File: config.mk
export PLATFORM = sky130hd
export DESIGN_NAME = iiq_issue_select
export DESIGN_NICKNAME = d
export VERILOG_FILES = /design/src/rtl/iiq_pkg.sv /design/src/rtl/oldest_pick_onehot.sv /design/src/rtl/iiq_issue_select.sv
export SDC_FILE = /design/constraint.sdc
export NUM_CORES = 1
export LEC_CHECK = 0
export CORE_AREA = 2 2 400 402
export CTS_CLUSTER_DIAMETER = 60
export DETAILED_ROUTE_END_ITERATION = 8
export DIE_AREA = 0 0 402 404
export RECOVER_POWER = 25
export SYNTH_ARGS = -nofsm -noshare
export SYNTH_HDL_FRONTEND = slang
export SYNTH_SLANG_ARGS = --single-unit
File: constraint.sdc
create_clock -name clk -period 3.6 [get_ports clk]
set_input_delay 0.36 -clock clk [delete_from_list [all_inputs] [get_ports clk]]
set_output_delay 0.36 -clock clk [all_outputs]
set_load 0.005 [all_outputs]
File: src/rtl/iiq_pkg.sv
// Shared integer issue queue types: entry layout, field widths and the
// derived flat entry width used on the queue-facing buses.
package iiq_pkg;

  localparam int IIQ_TAG_WIDTH     = 6;
  localparam int IIQ_PAYLOAD_WIDTH = 32;

  typedef struct packed {
    logic                         vld;
    logic                         s1_rdy;
    logic [IIQ_TAG_WIDTH-1:0]     s1_tag;
    logic                         s2_rdy;
    logic [IIQ_TAG_WIDTH-1:0]     s2_tag;
    logic [IIQ_TAG_WIDTH-1:0]     dst_tag;
    logic [IIQ_PAYLOAD_WIDTH-1:0] payload;
  } iiq_entry_t;

  function automatic int entry_width(input int tag_w, input int payload_w);
    return 1 + 2 * (1 + tag_w) + tag_w + payload_w;
  endfunction

endpackage

File: src/rtl/oldest_pick_onehot.sv
// Lowest-index-set one-hot picker; index 0 holds the oldest entry in the
// compacting issue queues, so this selects the oldest requester.
module oldest_pick_onehot #(
  parameter int N = 8
) (
  input  logic [N-1:0] i_req,
  output logic [N-1:0] o_gnt
);

  // Two's-complement trick isolates the least significant set bit.
  assign o_gnt = i_req & (~i_req + N'(1));

endmodule

File: src/rtl/iiq_issue_select.sv
// IIQ wakeup, oldest-ready select and issue pipeline register feeding the
// integer execute stage.
module iiq_issue_select
  import iiq_pkg::*;
#(
  parameter int N_ENTRIES     = 8,
  parameter int TAG_WIDTH     = IIQ_TAG_WIDTH,
  parameter int PAYLOAD_WIDTH = IIQ_PAYLOAD_WIDTH,
  parameter int N_WB          = 2,
  localparam int ENTRY_WIDTH  = entry_width(TAG_WIDTH, PAYLOAD_WIDTH)
) (
  input  logic                             clk,
  input  logic                             rst_aL,
  input  logic [N_ENTRIES*ENTRY_WIDTH-1:0] entry_douts,
  output logic                             deq_ready,
  output logic [N_ENTRIES-1:0]             deq_sel_onehot,
  input  logic [ENTRY_WIDTH-1:0]           deq_data,
  output logic [N_ENTRIES-1:0]             wr_en,
  output logic [N_ENTRIES*ENTRY_WIDTH-1:0] wr_data,
  input  logic [N_WB-1:0]                  wb_valid,
  input  logic [N_WB*TAG_WIDTH-1:0]        wb_tag,
  input  logic                             flush,
  output logic                             iss_valid,
  input  logic                             iss_ready,
  output logic [ENTRY_WIDTH-1:0]           iss_data,
  output logic [31:0]                      iss_count
);

  iiq_entry_t                           w_entry [N_ENTRIES];
  logic [N_ENTRIES-1:0][N_WB-1:0]       w_s1_hit;
  logic [N_ENTRIES-1:0][N_WB-1:0]       w_s2_hit;
  logic [N_ENTRIES-1:0]                 w_s1_match;
  logic [N_ENTRIES-1:0]                 w_s2_match;
  logic [N_ENTRIES-1:0]                 w_elig;
  logic [N_ENTRIES-1:0]                 w_oldest;
  logic [N_ENTRIES-1:0]                 w_deq_sel;
  logic                                 w_pick_en;
  logic                                 w_pick_s1;
  logic                                 w_pick_s2;
  iiq_entry_t                           w_deq_entry;
  iiq_entry_t                           w_iss_next;

  logic                                 r_iss_vld;
  logic [ENTRY_WIDTH-1:0]               r_iss_data;
  logic [31:0]                          r_iss_count;

  for (genvar i = 0; i < N_ENTRIES; i++) begin : g_entry
    iiq_entry_t w_upd;

    assign w_entry[i] = iiq_entry_t'(entry_douts[i*ENTRY_WIDTH +: ENTRY_WIDTH]);

    // Tag 0 means "no register" and must never wake a source.
    for (genvar p = 0; p < N_WB; p++) begin : g_port
      assign w_s1_hit[i][p] = wb_valid[p] && w_entry[i].vld && !w_entry[i].s1_rdy &&
                              (w_entry[i].s1_tag != '0) &&
                              (wb_tag[p*TAG_WIDTH +: TAG_WIDTH] == w_entry[i].s1_tag);
      assign w_s2_hit[i][p] = wb_valid[p] && w_entry[i].vld && !w_entry[i].s2_rdy &&
                              (w_entry[i].s2_tag != '0) &&
                              (wb_tag[p*TAG_WIDTH +: TAG_WIDTH] == w_entry[i].s2_tag);
    end

    assign w_s1_match[i] = |w_s1_hit[i];
    assign w_s2_match[i] = |w_s2_hit[i];
    assign w_elig[i]     = w_entry[i].vld &
                           (w_entry[i].s1_rdy | w_s1_match[i]) &
                           (w_entry[i].s2_rdy | w_s2_match[i]);

    assign w_upd = {w_entry[i].vld,
                    w_entry[i].s1_rdy | w_s1_match[i], w_entry[i].s1_tag,
                    w_entry[i].s2_rdy | w_s2_match[i], w_entry[i].s2_tag,
                    w_entry[i].dst_tag, w_entry[i].payload};

    // The picked entry leaves the queue this cycle, so no write-back for it.
    assign wr_en[i] = (w_s1_match[i] | w_s2_match[i]) & ~w_deq_sel[i];
    assign wr_data[i*ENTRY_WIDTH +: ENTRY_WIDTH] = w_upd;
  end

  oldest_pick_onehot #(.N(N_ENTRIES)) u_pick (
    .i_req (w_elig),
    .o_gnt (w_oldest)
  );

  // Issue handshake: iss_data is held stable while iss_valid & ~iss_ready;
  // the op is consumed on a cycle with iss_valid & iss_ready, and a new op
  // may be loaded in that same cycle.
  assign deq_ready      = ~r_iss_vld | iss_ready;
  assign w_pick_en      = deq_ready & ~flush;
  assign w_deq_sel      = w_oldest & {N_ENTRIES{w_pick_en}};
  assign deq_sel_onehot = w_deq_sel;

  assign w_pick_s1   = |(w_deq_sel & w_s1_match);
  assign w_pick_s2   = |(w_deq_sel & w_s2_match);
  assign w_deq_entry = iiq_entry_t'(deq_data);
  assign w_iss_next  = {w_deq_entry.vld,
                        w_deq_entry.s1_rdy | w_pick_s1, w_deq_entry.s1_tag,
                        w_deq_entry.s2_rdy | w_pick_s2, w_deq_entry.s2_tag,
                        w_deq_entry.dst_tag, w_deq_entry.payload};

  always_ff @(posedge clk) begin
    if (!rst_aL) begin
      r_iss_vld   <= 1'b0;
      r_iss_data  <= '0;
      r_iss_count <= '0;
    end else begin
      if (r_iss_vld && iss_ready) r_iss_count <= r_iss_count + 32'd1;
      if (flush) begin
        r_iss_vld <= 1'b0;
      end else if (|w_deq_sel) begin
        r_iss_vld  <= 1'b1;
        r_iss_data <= w_iss_next;
      end else if (iss_ready) begin
        r_iss_vld <= 1'b0;
      end
    end
  end

  assign iss_valid = r_iss_vld;
  assign iss_data  = r_iss_data;
  assign iss_count = r_iss_count;

endmodule

# Word level (Yosys, flattened, before mapping)
# Index checks and enable logic that the tools add are counted.
[word_totals] inputBits=495 out_inout_bits=527 reg_bits=86 elab_cells=274
[classes] n_bitwise=68 n_eq_ne=32 addsub=2 mux=2 reduce_logical=167
[op_table] cell="equality test 6 bit" n=32
[op_table] cell="logical AND 1 bit" n=113
[op_table] cell="nonzero test 6 bit" n=16
[op_table] cell="OR reduction 2 bit" n=17
[op_table] cell="adder 32 x 1 -> 32 bit, second input constant" n=1
[op_table] cell="AND 8 bit" n=4
[op_table] cell="bitwise OR 1 bit" n=27
[op_table] cell="AND 1 bit" n=25
[op_table] cell="OR reduction 8 bit" n=3
[op_table] cell="zero test 1 bit" n=16
[op_table] cell="NOT 1 bit" n=11
[op_table] cell="adder 8 x 1 -> 8 bit, second input constant" n=1
[op_table] cell="NOT 8 bit" n=1
[op_table] cell="two-way mux 1 bit" n=2
[op_table] cell="AND reduction 2 bit" n=1
[op_table] cell="nonzero test 2 bit" n=1

# Logic depth before layout (Yosys ltp)
# Gate-level depths: netlist of the first run.
[logic_depth] ltp_word=15 depth_mapped=13 ltp_nobuf=10

# Modules after synthesis
# Synthesis of the first run repeated with hierarchy kept, for this count alone.
[unflattened] cells_unflattened=1268 area_unflattened_um2=9776.9
[modules_own_cells] module="iiq_issue_select" area_per_inst_um2=9693.0 seq_area_each_um2=1721.7 cells_each=1258 instances=1
[modules_own_cells] module="oldest_pick_onehot" area_per_inst_um2=83.8 seq_area_each_um2=0.0 cells_each=10 instances=1

# Worst setup path before layout of the first run
# No wires, ideal clock.
[synth_path] path_kind="input port to output port" start="in wb_tag[5]" end="out wr_en[6]" stages=11 slack_ns=1.027 n_path_buf=2 arrival_ns=2.213 required_time_ns=3.240 path_cell_list="buf_4 > buf_6 > xor2_1 > nor3_1 > o2bb2ai_1 > a22o_1 > o21a_2 > nor3_2 > nand3_1 > nor3_1 > nor2_1"
[synth_between] elab_chain_len=12 word_cells_on_any_way=77 classes_between="add/sub: 1; eq/ne: 14; bitwise: 34; reduce/logical: 28"
[synth_rtl] item="from (decl)" line="iiq_issue_select.sv:21" rtl="input logic [N_WB*TAG_WIDTH-1:0] wb_tag,"
[synth_rtl] item="equality test 6 bit" line="iiq_issue_select.sv:56" rtl="(wb_tag[p*TAG_WIDTH +: TAG_WIDTH] == w_entry[i].s1_tag);"
[synth_rtl] item="logical AND 1 bit" line="iiq_issue_select.sv:55" rtl="(w_entry[i].s1_tag != '0) &&"
[synth_rtl] item="OR reduction 2 bit" line="iiq_issue_select.sv:62" rtl="assign w_s1_match[i] = |w_s1_hit[i];"
[synth_rtl] item="bitwise OR 1 bit" line="iiq_issue_select.sv:65" rtl="(w_entry[i].s1_rdy | w_s1_match[i]) &"
[synth_rtl] item="AND 1 bit" line="iiq_issue_select.sv:64" rtl="assign w_elig[i] = w_entry[i].vld &"
[synth_rtl] item="AND 1 bit" line="iiq_issue_select.sv:65"
[synth_rtl] item="NOT 8 bit" line="oldest_pick_onehot.sv:11" rtl="assign o_gnt = i_req & (~i_req + N'(1));"
[synth_rtl] item="adder 8 x 1 -> 8 bit" line="oldest_pick_onehot.sv:11"
[synth_rtl] item="AND 8 bit (*)" line="oldest_pick_onehot.sv:11"
[synth_rtl] item="AND 8 bit (*)" line="iiq_issue_select.sv:88" rtl="assign w_deq_sel = w_oldest & {N_ENTRIES{w_pick_en}};"
[synth_rtl] item="net deq_sel_onehot[6]" line="iiq_issue_select.sv:16" rtl="output logic [N_ENTRIES-1:0] deq_sel_onehot,"
[synth_rtl] item="NOT 1 bit (*)" line="iiq_issue_select.sv:74" rtl="assign wr_en[i] = (w_s1_match[i] | w_s2_match[i]) & ~w_deq_sel[i];"
[synth_rtl] item="AND 1 bit (*)" line="iiq_issue_select.sv:74"
[synth_rtl] item="to (decl)" line="iiq_issue_select.sv:18" rtl="output logic [N_ENTRIES-1:0] wr_en,"
# The timed path passes the listed nets; every way through them passes the cells marked *.

# Worst setup path after layout of the first run
[layout_path] start="in entry_douts[93]" end="out deq_sel_onehot[7]"
[layout_between] elab_chain_len=10 word_cells_on_any_way=14 classes_between="add/sub: 1; eq/ne: 2; bitwise: 5; reduce/logical: 6"
[layout_rtl] item="from (decl)" line="iiq_issue_select.sv:14" rtl="input logic [N_ENTRIES*ENTRY_WIDTH-1:0] entry_douts,"
[layout_rtl] item="nonzero test 6 bit" line="iiq_issue_select.sv:58" rtl="(w_entry[i].s2_tag != '0) &&"
[layout_rtl] item="logical AND 1 bit" line="iiq_issue_select.sv:57" rtl="assign w_s2_hit[i][p] = wb_valid[p] && w_entry[i].vld && !w_entry[i].s2_rdy &&"
[layout_rtl] item="logical AND 1 bit" line="iiq_issue_select.sv:58"
[layout_rtl] item="OR reduction 2 bit (*)" line="iiq_issue_select.sv:63" rtl="assign w_s2_match[i] = |w_s2_hit[i];"
[layout_rtl] item="bitwise OR 1 bit (*)" line="iiq_issue_select.sv:66" rtl="(w_entry[i].s2_rdy | w_s2_match[i]);"
[layout_rtl] item="AND 1 bit (*)" line="iiq_issue_select.sv:65"
[layout_rtl] item="NOT 8 bit (*)" line="oldest_pick_onehot.sv:11"
[layout_rtl] item="adder 8 x 1 -> 8 bit (*)" line="oldest_pick_onehot.sv:11"
[layout_rtl] item="AND 8 bit (*)" line="oldest_pick_onehot.sv:11"
[layout_rtl] item="AND 8 bit (*)" line="iiq_issue_select.sv:88"
[layout_rtl] item="to (decl)" line="iiq_issue_select.sv:16"
# Mark *: on every way between the ends. The rest lies on a longest branch, timed or not.

==> results of run 1 <==
==> layer usage <==
metal / up-vias / part of all wire, % / wire length, um / track usage, %
met5: - / 0.18 / 156 / 0.387
met4: 12 / 4.0 / 3590 / 3.74
met3: 113 / 21 / 19000 / 10.2
met2: 946 / 38 / 34000 / 14.3
met1: 4065 / 36 / 32000 / 11.0
li1: 3724 / - / - / -
==> through the flow <==
step	utilization (%)	total power, uW	instances	instance area, um^2
6_report	9.28	3380	3350	14600
5_1_grt	9.28	3560	3347	14600
4_1_cts	9.25	3450	3347	14600
3_5_place_dp	9.05	2400	3331	14300
3_3_place_gp	9.05	2390	3331	14300
2_1_floorplan	-	1870	1209	10100
==> worst min-delay path: stages, from the launching register on <==
cell and delay (ns):
dfxtp_1 0.32, o21ai_0 0.06, a21boi_0 0.07
==> cell usage after synthesis, types with 15 or more instances <==
library cell | count | area share (%)
and2_1 | 25 | 1.5
buf_4 | 409 | 30
buf_6 | 23 | 2.6
dfxtp_1 | 86 | 17
mux2i_1 | 53 | 5.2
nand2_1 | 46 | 1.7
nand3_1 | 33 | 1.6
nand4_1 | 18 | 1.1
nor2_1 | 22 | 0.82
nor2b_1 | 54 | 3.3
nor3_1 | 15 | 0.74
nor4_1 | 42 | 2.6
o21ai_0 | 15 | 0.74
xnor2_1 | 115 | 10
xor2_1 | 100 | 8.7
==> worst paths after layout <==
kind | from | end | slack, ns | depth (start not counted)
min reg2reg | iss_count[31] | iss_count[31] | 0.50 | 2
min | iss_count[31] | iss_count[31] | 0.50 | 2
max | entry_douts[93] | deq_sel_onehot[7] | 0.11 | 10
max reg2reg | iss_valid | iss_count[31] | 0.92 | 8
==> registers in the layout, indices dropped and copies added, names as in the netlist <==
register	flops
iss_data	53
iss_count	32
iss_valid	1
==> repair_timing <==
item,CTS,global route
gates cloned,0,0
setup endpoints to repair,5,3
hold endpoints to repair,0,0
pin swaps,2,1
resized for setup,8,7
==> cell type report <==
class,count,share of cell area (%)
Timing Repair Buffer,501,34.7
Multi-Input combinational cell,664,33.6
Tap cell,2072,17.7
Sequential cell,86,11.8
Clock buffer,10,1.63
Clock inverter,6,0.359
Inverter,8,0.205
Antenna cell,3,0.0513
==> logic make-up after synthesis <==
logic type	count (synthesis)
AND/OR/NAND/NOR	327
flip-flops	86
buffers and inverters	459
adder cells (fa/ha/maj)	1
AO/OA/AOI/OAI	66
multiplexers	55
XOR/XNOR	215
==> power by group through the flow <==
stage | clock, uW | combinational, uW | sequential [uW]
final | 1010 | 1350 | 1020
after floorplan | 0 | 824 | 1040
after CTS | 1060 | 1370 | 1020
after global routing | 1090 | 1440 | 1030
after detailed placement | 0 | 1350 | 1040
after global placement | 0 | 1350 | 1040
==> reports/qor.txt, run 1 <==
Mapped Nets: 1,705
Final worst path period share: 97.0%
Number of hold violations in the final report: 0
Maximum operating frequency: 286 MHz
Part of the power in the clock network: 30.0%
Sequential cell area: 1720 um^2
Data arrival time of the critical path: 3.13 ns
Mean post-synth cell area: 8.37 um^2
Proportion of synthesized chip area in sequential cells: 17.0%
Internal power component: 2170 uW
Number of global-route vias before repair: 9,236
Kind of capture point of the worst setup path: primary output
Synth-to-Final Area Change: 44.7%
Area taken by multi-input logic gates: 4930 um^2
Number of vias after detailed routing: 8,860
Combinational share of power: 39.8%
Number of enable flip-flop cells after synthesis: 0
Synth cell types: 63
Most common cell after layout, fill and taps aside: clkdlybuf4s50_1
Outcome: finished clean
Family with the most delay on the worst path: simple AND/OR/NAND/NOR gates
CP max stage delay: 0.57 ns
Number of hold-repair buffers added at the cts stage: 0
Die Footprint: 162,000 um^2
TritonCTS clock tree: built
Initial DRC Count: 441
Sequence of cells on the critical path: clkdlybuf4s50_1 > or4_4 > o32ai_2 > a2bb2oi_2 > nor3_4 > nand3_4 > nor2_4 > buf_4 > buf_4 > buf_12
Xor and xnor area share after synthesis: 18.6%
Slew margin rel.: 38.6%
Vert. Die Dim: 404 um
Final worst slack: 0.108 ns
Data required time of the critical path: 3.24 ns
Average wire per standard cell: 26.5 um
Buffer cell driving the clock tree root: clkbuf_16
Adder and majority gate portion of the synthesized area: 0.124%
Switching power summed over all nets: 1210 uW
Setup Buffers After CTS: 0
Dominant combinational cell family by area after synthesis: buffers and inverters
Compound-gate portion of the synthesized area: 5.03%
Count of maximum capacitance violations: 0
Cells after synthesis: 1,209
Most frequent cells in the layout: clkdlybuf4s50_1 (377), xnor2_1 (115), xor2_1 (100)
Count of filler cells inserted in the layout: 18,400
Routed wire length: 88.7 mm
Number of top-level design ports: 1,022
Maximum number of pins on one net before global-route repair: 45
Leakage power: 0.00479 uW
Synth Warn #: 0
Wire length of the first global-routing pass: 109 mm
Clock input transition at the sequential cells of the worst setup and hold paths: 0.08 ns
Number of nets in the final layout: 1,766
Async set or reset register ratio after synthesis: 0%
Count of pins over their slew limit: 0
Overall Global Routing Usage: 10.5%
Share of final-layout standard cells stronger than drive strength 1: 12.9%
WP buf/inv: 4
Final sum of negative setup slack: 0 ns
Path type of the worst min-delay path: register to register
Mapped cell area: 10,100 um^2
Total number of clock tree sinks: 86
Maximum fanout along the worst path: 5
Number of antenna-violating nets in the routed design: 0
Detailed placer's ending HPWL: 79.0 mm
Num rows: 146
Quantity of I/O buffers inserted on ports: 413
Primary flip-flop cell chosen by synthesis mapping: dfxtp_1
Die boundary width: 402 um
Maximum number of buffers from clock root to sink: 2
Skew final: 0.0284 ns
Total core area: 158,000 um^2
Initial antenna violation count: 16
Setup repair after global routing missed its margin: no
Most used cell, CP: buf_4
H-tree lvl count: 3
Starting utilization of the core area: 6.41%
Pre-CTS worst setup slack: -0.548 ns
First-pass detailed-route iteration total: 5
PD cells: 231 nW/um^2
Worst Max-Slew Pin Slew: 0.921 ns
Worst Setup Start Kind: input pin
Via density per instance: 2.64
Final Setup Violations: 0
Switch share: 35.8%
Slowest-stage cell, CP: or4_4
Overflow left after global routing: 0
Flops & latches, synth: 86
Peak supply drop: 0.174 mV
Post-layout min period: 3.49 ns
Later-pin clock latency in the skew report: 0.39 ns
Global placement routability congestion: 0.942
Number of CTS-inserted buffers: 9
Mux contribution to synthesized area: 5.46%
Kind of critical path: input pin to primary output
Relative contribution of sequential cells to total power: 30.2%
Post-Synth Simple-Gate Area: 18.9%
Worst hold slack across all endpoints: 0.498 ns
Post-route DRC: 0
No activity file was read; power rests on OpenSTA's default activity.
==> run 2: changes to the inputs <==
--- a/config.mk
+++ b/config.mk
@@ -5,10 +5,11 @@
 export SDC_FILE = /design/constraint.sdc
 export NUM_CORES = 1
 export LEC_CHECK = 0
-export CORE_AREA = 2 2 400 402
+export CAP_MARGIN = 20
+export CORE_AREA = 4 4 390 392
 export CTS_CLUSTER_DIAMETER = 60
 export DETAILED_ROUTE_END_ITERATION = 8
-export DIE_AREA = 0 0 402 404
+export DIE_AREA = 0 0 394 396
 export RECOVER_POWER = 25
 export SYNTH_ARGS = -nofsm -noshare
 export SYNTH_HDL_FRONTEND = slang
==> reports/qor.txt, run 2 (synthesis gave the netlist of run 1 again) <==
Worst Setup Start Kind: input pin
# placed instances: 3,331
Routed wire length: 83.6 mm
Number of nets in the final layout: 1,898
Clock input transition at the sequential cells of the worst setup and hold paths: 0.06 ns
Most common cell after layout, fill and taps aside: clkdlybuf4s50_1
Final worst slack: 0.165 ns
Kind of capture point of the worst setup path: primary output
Post-layout min period: 3.44 ns
CP max stage delay: 0.59 ns
Buffer cell driving the clock tree root: clkbuf_16
Initial DRC Count: 472
Count of maximum capacitance violations: 0
Overflow left after global routing: 0
Later-pin clock latency in the skew report: 0.38 ns
Count of filler cells inserted in the layout: 17,200
Peak supply drop: 0.220 mV
Final Setup Violations: 0
WP buf/inv: 3
Maximum number of pins on one net before global-route repair: 52
Worst-case register-to-register setup slack: 1.07 ns
Quantity of I/O buffers inserted on ports: 413
Slowest-stage cell, CP: or4_4
Hold Crit Start: iss_count[31]
Via density per instance: 2.78
Number of antenna-violating nets in the routed design: 0
Path type of the worst min-delay path: register to register
Count of pins over their slew limit: 0
Maximum number of buffers from clock root to sink: 2
TritonCTS clock tree: built
Total number of clock tree sinks: 86
First-pass detailed-route iteration total: 5
Startpoint of the most critical register-to-register path: iss_valid
Most used cell, CP: clkdlybuf4s50_1
Wire length of the first global-routing pass: 104 mm
Number of flip-flops in the largest register: 53
Final worst path period share: 95.4%
Skew final: 0.0288 ns
Synth-to-Final Area Change: 54.8%
Endpoint of the most critical register-to-register path: iss_count[31]
Setup repair after global routing missed its margin: no
Average wire per standard cell: 24.9 um
Worst hold stages: 2
Number of CTS-inserted buffers: 9
Vert. Die Dim: 396 um
Number of global-route vias before repair: 9,731
Data arrival time of the critical path: 3.08 ns
Sequence of cells on the critical path: clkdlybuf4s50_1 > or4_4 > o32ai_4 > a2bb2oi_4 > nor3_4 > buf_4 > and3b_1 > clkdlybuf4s50_1
H-tree lvl count: 3
Most frequent cells in the layout: clkdlybuf4s50_1 (368), buf_4 (204), xnor2_1 (114)
Number of top-level design ports: 1,022
Number of hold violations in the final report: 0
Post-route DRC: 0
Maximum fanout along the worst path: 5
Die boundary width: 394 um
Post-route insts no fill: 3,365
PD cells: 223 nW/um^2
Share of final-layout standard cells stronger than drive strength 1: 22.4%
Worst Max-Slew Pin Slew: 0.934 ns
Number of hold-repair buffers added at the cts stage: 0
Maximum operating frequency: 291 MHz
Global placement routability congestion: 0.899
Number of vias after detailed routing: 9,348
Outcome: finished clean
R2R depth: 8
Kind of critical path: input pin to primary output
Initial antenna violation count: 18
Number of cells on the critical path: 8
Overall Global Routing Usage: 10.2%
Leakage power: 0.00551 uW
Data required time of the critical path: 3.24 ns
Pre-CTS worst setup slack: -0.304 ns
Num rows: 142
Detailed placer's ending HPWL: 74.9 mm
Starting utilization of the core area: 6.80%
Die Footprint: 156,000 um^2
Family with the most delay on the worst path: buffers and inverters
Slew margin rel.: 37.7%
Total core area: 149,000 um^2
Worst Hold Endpoint: iss_count[31]
[run 2: cell types whose count changed in the layout (fill, tap and decap cells not counted), moves of 2 or more]
cell and delta:
xor2_2 +2, buf_4 +128, o32ai_4 +2, nor4_4 +2
dlymetal6s2s_1 +2, nor4_1 -10, dlygate4sd2_1 +9, xor2_1 -2
clkdlybuf4s50_1 -9, diode_2 +11, nor4_2 +8
[run 2: where the power goes]
| part | switching, uW | leakage [uW] | internal (uW) |
|---|---|---|---|
| clock network | 484 | 0.000139 | 514 |
| registers | 27.6 | 0.000701 | 996 |
| logic | 704 | 0.00467 | 765 |
| total | 1220 | 0.00551 | 2270 |
[run 2: worst min-delay path: stages, from the launching register on]
cell	delay (ns)
dfxtp_1	0.32
o21ai_0	0.07
a21boi_0	0.07
[run 2: final cells by class]
cell class / count / area (um^2) / area share, %
timing repair buffer: 633 / 6060 / 38.7
multi-input combinational: 664 / 5090 / 32.5
tap: 1944 / 2430 / 15.5
sequential: 86 / 1720 / 11.0
clock buffer: 11 / 253 / 1.61
clock inverter: 5 / 41.3 / 0.264
antenna: 14 / 35.0 / 0.224
inverter: 8 / 30.0 / 0.192
[run 2: timing repair]
action / in CTS / in global routing
pin swaps: 9 / 14
endpoints found under the setup margin: 5 / 4
resized for setup: 30 / 24
buffers inserted: 2 / 2
[run 2: how the worst max path moves through the flow]
stage | start | slack [ns] | end
floorplan | wb_tag[5] | 1.03 | wr_en[6]
global placement | entry_douts[100] | -0.33 | wr_en[6]
detailed placement | entry_douts[91] | -0.30 | wr_en[6]
CTS | entry_douts[42] | -0.0003 | wr_en[6]
global route | entry_douts[312] | 0.008 | wr_en[7]
finish | entry_douts[94] | 0.16 | deq_sel_onehot[3]
[run 2: per-stage QoR]
step           instance area [um^2]  total power [uW]    TNS, ns  util [%]  hold slack [ns]
2_1_floorplan                 10100              1870          0         -            0.480
3_3_place_gp                  15100              2510      -2.97      10.1            0.479
3_5_place_dp                  15100              2510      -6.88      10.1            0.499
4_1_cts                       15500              3550  -0.000321      10.4            0.513
5_1_grt                       15600              3680          0      10.5            0.551
6_report                      15700              3490          0      10.5            0.507
[run 2: routing by layer]
| layer | part of all wire, % | routed length (um) | track usage (%) |
|---|---|---|---|
| met1 | 40 | 33400 | 11.8 |
| met2 | 43 | 35600 | 15.4 |
| met3 | 14 | 11400 | 6.13 |
| met4 | 3.8 | 3190 | 3.75 |
| met5 | 0 | 0 | 0.185 |
==> run 3: changes to the inputs <==
--- a/config.mk
+++ b/config.mk
@@ -6,11 +6,12 @@
 export NUM_CORES = 1
 export LEC_CHECK = 0
 export CAP_MARGIN = 20
-export CORE_AREA = 4 4 390 392
+export CORE_AREA = 4 4 395 397
 export CTS_CLUSTER_DIAMETER = 60
 export DETAILED_ROUTE_END_ITERATION = 8
-export DIE_AREA = 0 0 394 396
+export DIE_AREA = 0 0 399 401
 export RECOVER_POWER = 25
 export SYNTH_ARGS = -nofsm -noshare
 export SYNTH_HDL_FRONTEND = slang
+export SYNTH_HIERARCHICAL = 1
 export SYNTH_SLANG_ARGS = --single-unit
==> reports/qor.txt, run 3 <==
Mapped cell area: 9780 um^2
Average wire per standard cell: 28.3 um
Met3 Wirelength: 18.8 mm
Cells after synthesis: 1,268
Number of flip-flops in the largest register: 53
Leakage power: 0.00590 uW
Starting utilization of the core area: 6.44%
Most used cell, CP: buf_4
Kind of capture point of the worst setup path: register
Overall Global Routing Usage: 12.0%
Synth cell types: 48
Count of filler cells inserted in the layout: 17,500
Initial antenna violation count: 33
Count of pins over their slew limit: 0
Final Setup Violations: 0
Path type of the worst min-delay path: register to register
Wire length of the first global-routing pass: 121 mm
Mapped Nets: 1,764
Final core area utilization: 10.8%
Data required time of the critical path: 3.88 ns
Cells taking the most area after synthesis: buf_4 (31%), dfxtp_1 (18%), xor2_1 (16%)
Number of global-route vias before repair: 9,952
Top-count cell post-synth: buf_4
Most common cell after layout, fill and taps aside: clkdlybuf4s50_1
Most frequent cells in the layout: clkdlybuf4s50_1 (340), buf_4 (240), xor2_1 (173)
Number of top-level design ports: 1,022
Total core area: 152,000 um^2
Clock input transition at the sequential cells of the worst setup and hold paths: 0.07 ns
Design Power: 3530 uW
Most used standard cells in the synthesized netlist: buf_4 (409), xor2_1 (174), nand2_1 (141)
Maximum number of buffers from clock root to sink: 2
WP buf/inv: 4
TritonCTS clock tree: built
Worst hold stages: 2
Vert. Die Dim: 401 um
Data arrival time of the critical path: 3.82 ns
Worst Max-Slew Pin Slew: 0.932 ns
Number of hold violations in the final report: 0
Startpoint of the most critical register-to-register path: iss_valid
Peak supply drop: 0.194 mV
Setup repair after global routing missed its margin: yes
Mean post-synth cell area: 7.71 um^2
Post-route insts no fill: 3,553
# placed instances: 3,513
Family with the most delay on the worst path: simple AND/OR/NAND/NOR gates
Num rows: 143
Initial DRC Count: 513
Routed wire length: 101 mm
Worst Hold Endpoint: iss_data[52]
Synth-to-Final Area Change: 68.0%
Sequence of cells on the critical path: clkdlybuf4s50_1 > xor2_1 > nor4_1 > nand4_1 > a21o_1 > nand2b_1 > and3_4 > nor2_1 > and4b_1 > buf_4 > buf_4 > nor4_4 > nand2_2 > and2_4 > buf_12 > nand2_1 > a21boi_0
Later-pin clock latency in the skew report: 0.40 ns
Sequential cell area: 1720 um^2
Worst Setup Start Kind: input pin
Die Footprint: 160,000 um^2
Endpoint of the most critical register-to-register path: iss_data[51]
Maximum number of pins on one net before global-route repair: 88
H-tree lvl count: 3
Die boundary width: 399 um
Primary flip-flop cell chosen by synthesis mapping: dfxtp_1
Post-layout min period: 3.54 ns
Number of hold-repair buffers added at the cts stage: 0
Share of final-layout standard cells stronger than drive strength 1: 26.6%
Overflow left after global routing: 0
Cell type with the highest aggregate area in the netlist: buf_4
First-pass detailed-route iteration total: 5
Proportion of synthesized chip area in sequential cells: 17.6%
Synth Warn #: 6
Post-route DRC: 0
Maximum fanout along the worst path: 36
Count of maximum capacitance violations: 0
Hold Crit Start: iss_data[52]
Skew final: 0.0209 ns
Area taken by multi-input logic gates: 5180 um^2
Length of routed wiring on met1: 33.1 mm
Number of nets in the final layout: 2,007
Async set or reset register ratio after synthesis: 0%
Number of CTS-inserted buffers: 9
Total number of clock tree sinks: 86
Met2 WL: 46.0 mm
Top layer in use: met5
Flops & latches, synth: 86
Final worst path period share: 98.4%
Number of vias after detailed routing: 9,901
Fraction of synthesized cell area taken by the top area cell type: 31.4%
Slew margin rel.: 37.9%
Outcome: finished clean
Buffer cell driving the clock tree root: clkbuf_16
Global placement routability congestion: 0.855
Quantity of I/O buffers inserted on ports: 413
Via density per instance: 2.79
Maximum operating frequency: 282 MHz
PD cells: 215 nW/um^2
Slowest-stage cell, CP: clkdlybuf4s50_1
Number of enable flip-flop cells after synthesis: 0
Worst hold slack across all endpoints: 0.465 ns
Worst-case register-to-register setup slack: 1.01 ns
CP max stage delay: 0.53 ns
Number of antenna-violating nets in the routed design: 0
Kind of critical path: input pin to register
R2R depth: 10
Detailed placer's ending HPWL: 91.2 mm
-- run 3: cell types whose count changed in the layout (fill, tap and decap cells not counted), sizes merged, moves of 14 or more --
cell,previous run,this run
xor2,100,174
nor3,17,41
buf,250,297
xnor2,115,46
or4,4,18
a21boi,10,54
clkdlybuf4s50,368,340
mux2i,53,0
nor2b,55,4
nand2,46,141
dlygate4sd2,10,35
-- run 3: metrics by stage --
stage                     area [um^2]  setup WS [ns]  TNS (ns)
after global placement          15500          -1.13    -40.85
after floorplan                  9780          0.206         0
after global routing            16400        -0.0530    -0.841
after CTS                       16100        -0.0110   -0.0110
final                           16400         0.0583         0
after detailed placement        15500          -1.13    -41.61
-- run 3: final cells by class --
cell class / instances / share of cell area [%]
Clock buffer: 9 / 1.37
Antenna cell: 7 / 0.107
Multi-Input combinational cell: 712 / 31.5
Timing Repair Buffer: 688 / 40.2
Clock inverter: 7 / 0.541
Inverter: 14 / 0.320
Tap cell: 2030 / 15.5
Sequential cell: 86 / 10.5
-- run 3: report_power, final --
group	total (uW)	switching [uW]	internal (uW)
sequential	1020	24.9	994
clock	1060	556	502
combinational	1460	718	740
-- run 3: worst min-delay path, stage by stage, from the launching register on --
cell	delay (ns)
dfxtp_1	0.31
nand2_1	0.04
a21boi_0	0.06
-- run 3: timing repair --
item	4_1_cts	5_1_grt
gates resized for setup	105	58
pin swaps	32	25
endpoints found under the setup margin	68	63
cloned	1	1
buffers inserted	11	6
-- run 3: per-layer routing --
metal | vias to the layer above | GRT usage [%]
li1 | 4266 | -
met1 | 4598 | 11.4
met2 | 893 | 19.7
met3 | 130 | 10.3
met4 | 14 | 2.36
met5 | - | 0.938
-- run 3: worst max-delay path by stage --
stage | start | endpoint | slack (ns) | depth (start not counted)
global placement | entry_douts[158] | iss_data[51] | -1.13 | 16
finish | entry_douts[313] | iss_data[33] | 0.06 | 17
CTS | entry_douts[418] | wr_en[7] | -0.01 | 12
detailed placement | entry_douts[158] | iss_data[51] | -1.13 | 16
global route | entry_douts[307] | iss_data[33] | -0.05 | 17
floorplan | wb_tag[2] | iss_data[30] | 0.21 | 16
-- run 3: logic make-up after synthesis --
family	after synthesis	synth area share [%]
DFF	86	17.6
AOI/OAI and AO/OA	99	7.12
buffers and inverters	470	34.1
xor gates and xnor gates	220	19.7
adders and majority gates	1	0.128
and+or+nand+nor	392	21.4
